### src/rtl/rgb_color_mask.sv
// RGB window threshold producing a binary mask plus per-frame match statistics.
// Optional bounding-box tracking is enabled with `define RGB_COLOR_MASK_BBOX_EN.
module rgb_color_mask #(
    parameter int unsigned WIDTH  = 32,
    parameter int unsigned HEIGHT = 32,
    parameter logic [7:0]  R_MIN  = 8'd128,
    parameter logic [7:0]  R_MAX  = 8'd255,
    parameter logic [7:0]  G_MIN  = 8'd0,
    parameter logic [7:0]  G_MAX  = 8'd100,
    parameter logic [7:0]  B_MIN  = 8'd0,
    parameter logic [7:0]  B_MAX  = 8'd100
) (
    input  logic        clk,
    input  logic        rst_n,
    input  logic        pix_valid,
    input  logic        sof,
    input  logic [7:0]  Rp,
    input  logic [7:0]  Gp,
    input  logic [7:0]  Bp,
    output logic [7:0]  mask_out,
    output logic        out_valid,
    output logic [8:0]  out_col,
    output logic [8:0]  out_row,
    output logic        frame_done,
    output logic [15:0] match_count,
    output logic [23:0] x_sum,
    output logic [23:0] y_sum
`ifdef RGB_COLOR_MASK_BBOX_EN
    ,
    output logic [8:0]  bbox_xmin,
    output logic [8:0]  bbox_xmax,
    output logic [8:0]  bbox_ymin,
    output logic [8:0]  bbox_ymax,
    output logic        bbox_valid
`endif
);

    localparam logic [8:0] ColLast = 9'(WIDTH - 1);
    localparam logic [8:0] RowLast = 9'(HEIGHT - 1);

    // Borrow-based window test keeps full-range bounds from folding into constant compares.
    function automatic logic in_window(input logic [7:0] v, input logic [7:0] lo,
                                       input logic [7:0] hi);
        logic [8:0] d_lo;
        logic [8:0] d_hi;
        d_lo = {1'b0, v} - {1'b0, lo};
        d_hi = {1'b0, hi} - {1'b0, v};
        return !d_lo[8] && !d_hi[8];
    endfunction

    logic [8:0]  col_q, row_q;
    logic [15:0] cnt_q;
    logic [23:0] xs_q, ys_q;

    logic        match;
    logic        last_pix;
    logic [8:0]  cur_col, cur_row, nxt_col, nxt_row;
    logic [15:0] cnt_new;
    logic [23:0] xs_new, ys_new;

    always_comb begin
        match = in_window(Rp, R_MIN, R_MAX) && in_window(Gp, G_MIN, G_MAX) &&
                in_window(Bp, B_MIN, B_MAX);
        // sof forces this pixel to (0,0) and drops any partial-frame totals.
        cur_col  = sof ? 9'd0 : col_q;
        cur_row  = sof ? 9'd0 : row_q;
        last_pix = (cur_col == ColLast) && (cur_row == RowLast);
        if (cur_col == ColLast) begin
            nxt_col = 9'd0;
            nxt_row = last_pix ? 9'd0 : cur_row + 9'd1;
        end else begin
            nxt_col = cur_col + 9'd1;
            nxt_row = cur_row;
        end
        cnt_new = (sof ? 16'd0 : cnt_q) + (match ? 16'd1 : 16'd0);
        xs_new  = (sof ? 24'd0 : xs_q) + (match ? {15'd0, cur_col} : 24'd0);
        ys_new  = (sof ? 24'd0 : ys_q) + (match ? {15'd0, cur_row} : 24'd0);
    end

`ifdef RGB_COLOR_MASK_BBOX_EN
    logic [8:0] xmin_q, xmax_q, ymin_q, ymax_q;
    logic [8:0] xmin_base, xmax_base, ymin_base, ymax_base;
    logic [8:0] xmin_new, xmax_new, ymin_new, ymax_new;
    logic       any_match;

    always_comb begin
        xmin_base = sof ? 9'h1FF : xmin_q;
        xmax_base = sof ? 9'h000 : xmax_q;
        ymin_base = sof ? 9'h1FF : ymin_q;
        ymax_base = sof ? 9'h000 : ymax_q;
        xmin_new  = (match && cur_col < xmin_base) ? cur_col : xmin_base;
        xmax_new  = (match && cur_col > xmax_base) ? cur_col : xmax_base;
        ymin_new  = (match && cur_row < ymin_base) ? cur_row : ymin_base;
        ymax_new  = (match && cur_row > ymax_base) ? cur_row : ymax_base;
        any_match = (cnt_new != 16'd0);
    end

    always_ff @(posedge clk or negedge rst_n) begin
        if (!rst_n) begin
            xmin_q     <= 9'h1FF;
            xmax_q     <= 9'h000;
            ymin_q     <= 9'h1FF;
            ymax_q     <= 9'h000;
            bbox_xmin  <= 9'd0;
            bbox_xmax  <= 9'd0;
            bbox_ymin  <= 9'd0;
            bbox_ymax  <= 9'd0;
            bbox_valid <= 1'b0;
        end else if (pix_valid) begin
            if (last_pix) begin
                xmin_q     <= 9'h1FF;
                xmax_q     <= 9'h000;
                ymin_q     <= 9'h1FF;
                ymax_q     <= 9'h000;
                bbox_xmin  <= any_match ? xmin_new : 9'd0;
                bbox_xmax  <= any_match ? xmax_new : 9'd0;
                bbox_ymin  <= any_match ? ymin_new : 9'd0;
                bbox_ymax  <= any_match ? ymax_new : 9'd0;
                bbox_valid <= any_match;
            end else begin
                xmin_q <= xmin_new;
                xmax_q <= xmax_new;
                ymin_q <= ymin_new;
                ymax_q <= ymax_new;
            end
        end
    end
`endif

    always_ff @(posedge clk or negedge rst_n) begin
        if (!rst_n) begin
            col_q       <= 9'd0;
            row_q       <= 9'd0;
            cnt_q       <= 16'd0;
            xs_q        <= 24'd0;
            ys_q        <= 24'd0;
            mask_out    <= 8'h00;
            out_valid   <= 1'b0;
            out_col     <= 9'd0;
            out_row     <= 9'd0;
            frame_done  <= 1'b0;
            match_count <= 16'd0;
            x_sum       <= 24'd0;
            y_sum       <= 24'd0;
        end else if (pix_valid) begin
            out_valid  <= 1'b1;
            mask_out   <= match ? 8'hFF : 8'h00;
            out_col    <= cur_col;
            out_row    <= cur_row;
            col_q      <= nxt_col;
            row_q      <= nxt_row;
            frame_done <= last_pix;
            if (last_pix) begin
                match_count <= cnt_new;
                x_sum       <= xs_new;
                y_sum       <= ys_new;
                cnt_q       <= 16'd0;
                xs_q        <= 24'd0;
                ys_q        <= 24'd0;
            end else begin
                cnt_q <= cnt_new;
                xs_q  <= xs_new;
                ys_q  <= ys_new;
            end
        end else begin
            out_valid  <= 1'b0;
            frame_done <= 1'b0;
        end
    end

endmodule

### config.mk
export PLATFORM = sky130hd
export DESIGN_NAME = rgb_color_mask
export DESIGN_NICKNAME = d
export VERILOG_FILES = /design/src/rtl/rgb_color_mask.sv
export SDC_FILE = /design/constraint.sdc
export NUM_CORES = 1
export LEC_CHECK = 0
export ABC_AREA = 1
export BUFFER_PORTS_ARGS = -buffer_cell sky130_fd_sc_hd__buf_2
export CAP_MARGIN = 20
export CORE_MARGIN = 2
export CORE_UTILIZATION = 59
export CTS_CLUSTER_SIZE = 8
export DETAILED_ROUTE_END_ITERATION = 6
export PLACE_DENSITY = 0.84
export REMOVE_ABC_BUFFERS = 1
export SLEW_MARGIN = 20
export SYNTH_ARGS = -nofsm -noshare
export SYNTH_HDL_FRONTEND = slang
export SYNTH_SLANG_ARGS = --single-unit
### constraint.sdc
create_clock -name clk -period 2.96 [get_ports clk]
set_clock_uncertainty 0.05 [all_clocks]
set_input_delay 0 -clock clk [delete_from_list [all_inputs] [get_ports clk]]
set_output_delay 0 -clock clk [all_outputs]
set_load 0.02 [all_outputs]
==> results.toml <==
[drt]
vias = 8375
wl_per_cell_um = 14.1
totalWireLength_um = 22300
dr.pass1.iters = 5
vias_per_cell = 5.29
drtIter0Drc = 679
drc = 0
ant_nets = 0

[die]
die_area_um2 = 16800
chipHeight_um = 130
start_util = 0.608
core_area_um2 = 15300
die_w_um = 130
placementRows = 45
ioPinCount = 120

[place]
dp_slack_ps = 143
portBuffers = 112
gp_congestion = 0.961
placedInstanceArea_um2 = 9980
dp_hpwl_um = 15800

[cells_and_area]
fill_cells = 1305
layout-drive-gt1-share = 0.129
final_core_util = 0.690
syn2layout_area_growth_pct = 13.5
finalInstanceArea_um2 = 10600
final_common_cell = "nand2_1"
n_antenna_cell = 0
final_cell_mix = "nand2_1 (426), dfrtp_1 (167), inv_1 (137), nor2_1 (136), buf_2 (111)"
nets = 1410

[timing]
hold_viol = 0
setup_viol = 0
slew-limit-headroom = 0.517
clock.fmax_mhz = 362
maxSlewViolCount = 0
min_period_ps = 2770
min_period_over_period = 0.934
rsz0062_at_grt = "yes"
timing.final.ws_setup_ps = 195
tightest_slew_ps = 724

[global_routing]
antenna_found_initial = 0
grt_pass1_vias = 8111
grt_max_degree = 82
grt_pass1_wl_um = 37700
gr-total-overflow = 0
grt_use_total = 0.282

[critical_path]
cp_max_fo = 68
worst_path_largest_cell_delay_ps = 530
path_class = "in -> reg"
worstSetupStartpointType = "primary input"
crit_chain = "dlygate4sd3_1 > buf_2 > buf_4 > nor2_1 > ha_1 > inv_1 > nor3_1 > nand3_1 > or2_1 > nor2_4 > clkinv_2 > buf_4 > nand2_1 > o21ai_1"
path_buf_inv = 6
crit_required_ps = 3200
crit_start = "sof"
timing.rr.start = "col_q[0]"
critPathTopFamily = "buffers and inverters"
reg2reg_slack_ps = 340
cp-end-kind = "register"
crit_path_top_delay_cell = "dlygate4sd3_1"
arrival_ps = 3010
cpMostUsedCell = "buf_4"

[synthesis]
yosysTopAreaCell = "dfrtp_1"
synth_area_um2 = 9300
ys_ff_latch = 167
syn_avg_cell_area_um2 = 7.38
netlist_top_cells_area = "dfrtp_1 (45%), nand2_1 (17%), inv_1 (5.5%), nor2_1 (5.5%), o21ai_0 (4.1%)"
synth_top_area_frac = 0.449
synth_edf_count = 0
ys_types = 35
async_reset_ff_frac = 1.00
syn_inst = 1260
ys_seq_area_frac = 0.449
synth_warnings = 0
synth_ff_type = "dfrtp_1"

[power]
power_density_nw_per_um2 = 441
peakVddDrop_mv = 0.416
power_leakage_uw = 0.00546
p_total_uw = 4650

[clock_tree]
tritoncts = "built"
clock-sinks = 167
htreeDepth = 4
cts_setup_buffers = 0
path_clk_slew_ps = 60
cts-root-buf = "clkbuf_16"
clock_path_buffers = 2
cts_buffers = 17
insertion_delay_ps = 430

[job]
max_cap_viol_count = 0

[hold_path]
hp-class = "in -> reg"
hp-start = "pix_valid"

[outcome]
status = "finished clean"
[power by group]
group	internal, µW	switching (µW)
sequential	2300	6.40
clock	1260	883
combinational	48.0	162
[cell type report]
class | count | area, µm² | share of cell area
Multi-Input combinational cell | 901 | 4300 | 0.407
Sequential cell | 167 | 4180 | 0.396
Timing Repair Buffer | 131 | 727 | 0.0688
Inverter | 141 | 531 | 0.0502
Clock buffer | 23 | 458 | 0.0434
Tap cell | 211 | 264 | 0.0250
Clock inverter | 8 | 100 | 0.00948
[worst paths after layout]
path / cells past startpoint / endpoint
max: 14 / x_sum[3]
min: 3 / row_q[7]
max reg2reg: 12 / x_sum[3]
min reg2reg: 2 / match_count[10]
max in group asynchronous: 3 / y_sum[17]
min in group asynchronous: 2 / out_valid
[per-stage QoR]
| stage | instances | hold slack [ps] | TNS [ps] |
|---|---|---|---|
| CTS | 1582 | 72.1 | 0 |
| floorplan | 1209 | -346 | 0 |
| global placement | 1549 | 42.2 | 0 |
| global route | 1582 | 118 | -211 |
| detailed placement | 1549 | 41.9 | 0 |
| finish | 1582 | 94.4 | 0 |
[cells by family after synthesis]
| family | count (synthesis) | share of synthesized area |
|---|---|---|
| DFF | 167 | 0.449 |
| buffers and inverters | 192 | 0.0886 |
| AOI/OAI and AO/OA | 165 | 0.0971 |
| and+or+nand+nor | 670 | 0.292 |
| xor gates and xnor gates | 43 | 0.0405 |
| adders and majority gates | 23 | 0.0325 |
[cells in the mapped netlist (9+ instances only)]
| cell | instances |
|---|---|
| xnor2_1 | 15 |
| nor2_1 | 136 |
| nand2_1 | 426 |
| dfrtp_1 | 167 |
| nand3_1 | 56 |
| o21ai_2 | 9 |
| buf_4 | 10 |
| nand4_1 | 13 |
| nor3_1 | 15 |
| ha_1 | 21 |
| o21ai_0 | 76 |
| xor2_1 | 28 |
| inv_1 | 137 |
| clkbuf_1 | 19 |
| o21ai_1 | 30 |
| a21oi_1 | 18 |
| o22ai_1 | 29 |
| buf_2 | 10 |
[worst reg2reg max path: cells and delay by family (launching register included)]
kind                       cells  cell delay (ps)
adders and majority gates      1              220
DFF                            1              350
AOI/OAI and AO/OA              1               70
buffers and inverters          3              440
and+or+nand+nor                7             1370
[timing repair]
item / 4_1_cts / 5_1_grt
resized for setup: 0 / 2
hold endpoints to repair: 80 / 0
endpoints found under the setup margin: 0 / 22
hold buffers: 2 / 0
[flip-flops by register name, indices dropped and copies added, names as in the netlist]
signal,flops
col_q,9
frame_done,1
out_row,9
y_sum,24
x_sum,24
out_valid,1
ys_q,24
match_count,16
out_col,9
row_q,9
mask_out,1
xs_q,24
cnt_q,16
[routing by layer]
| metal | vias to the layer above | track usage | routed length, µm |
|---|---|---|---|
| met1 | 3882 | 0.382 | 10300 |
| met2 | 273 | 0.462 | 10400 |
| met4 | 0 | 0.106 | 507 |
| met5 | - | 0 | 0 |
| li1 | 4179 | - | - |
| met3 | 41 | 0.0446 | 1120 |
Power figures use the tool's default switching activity.
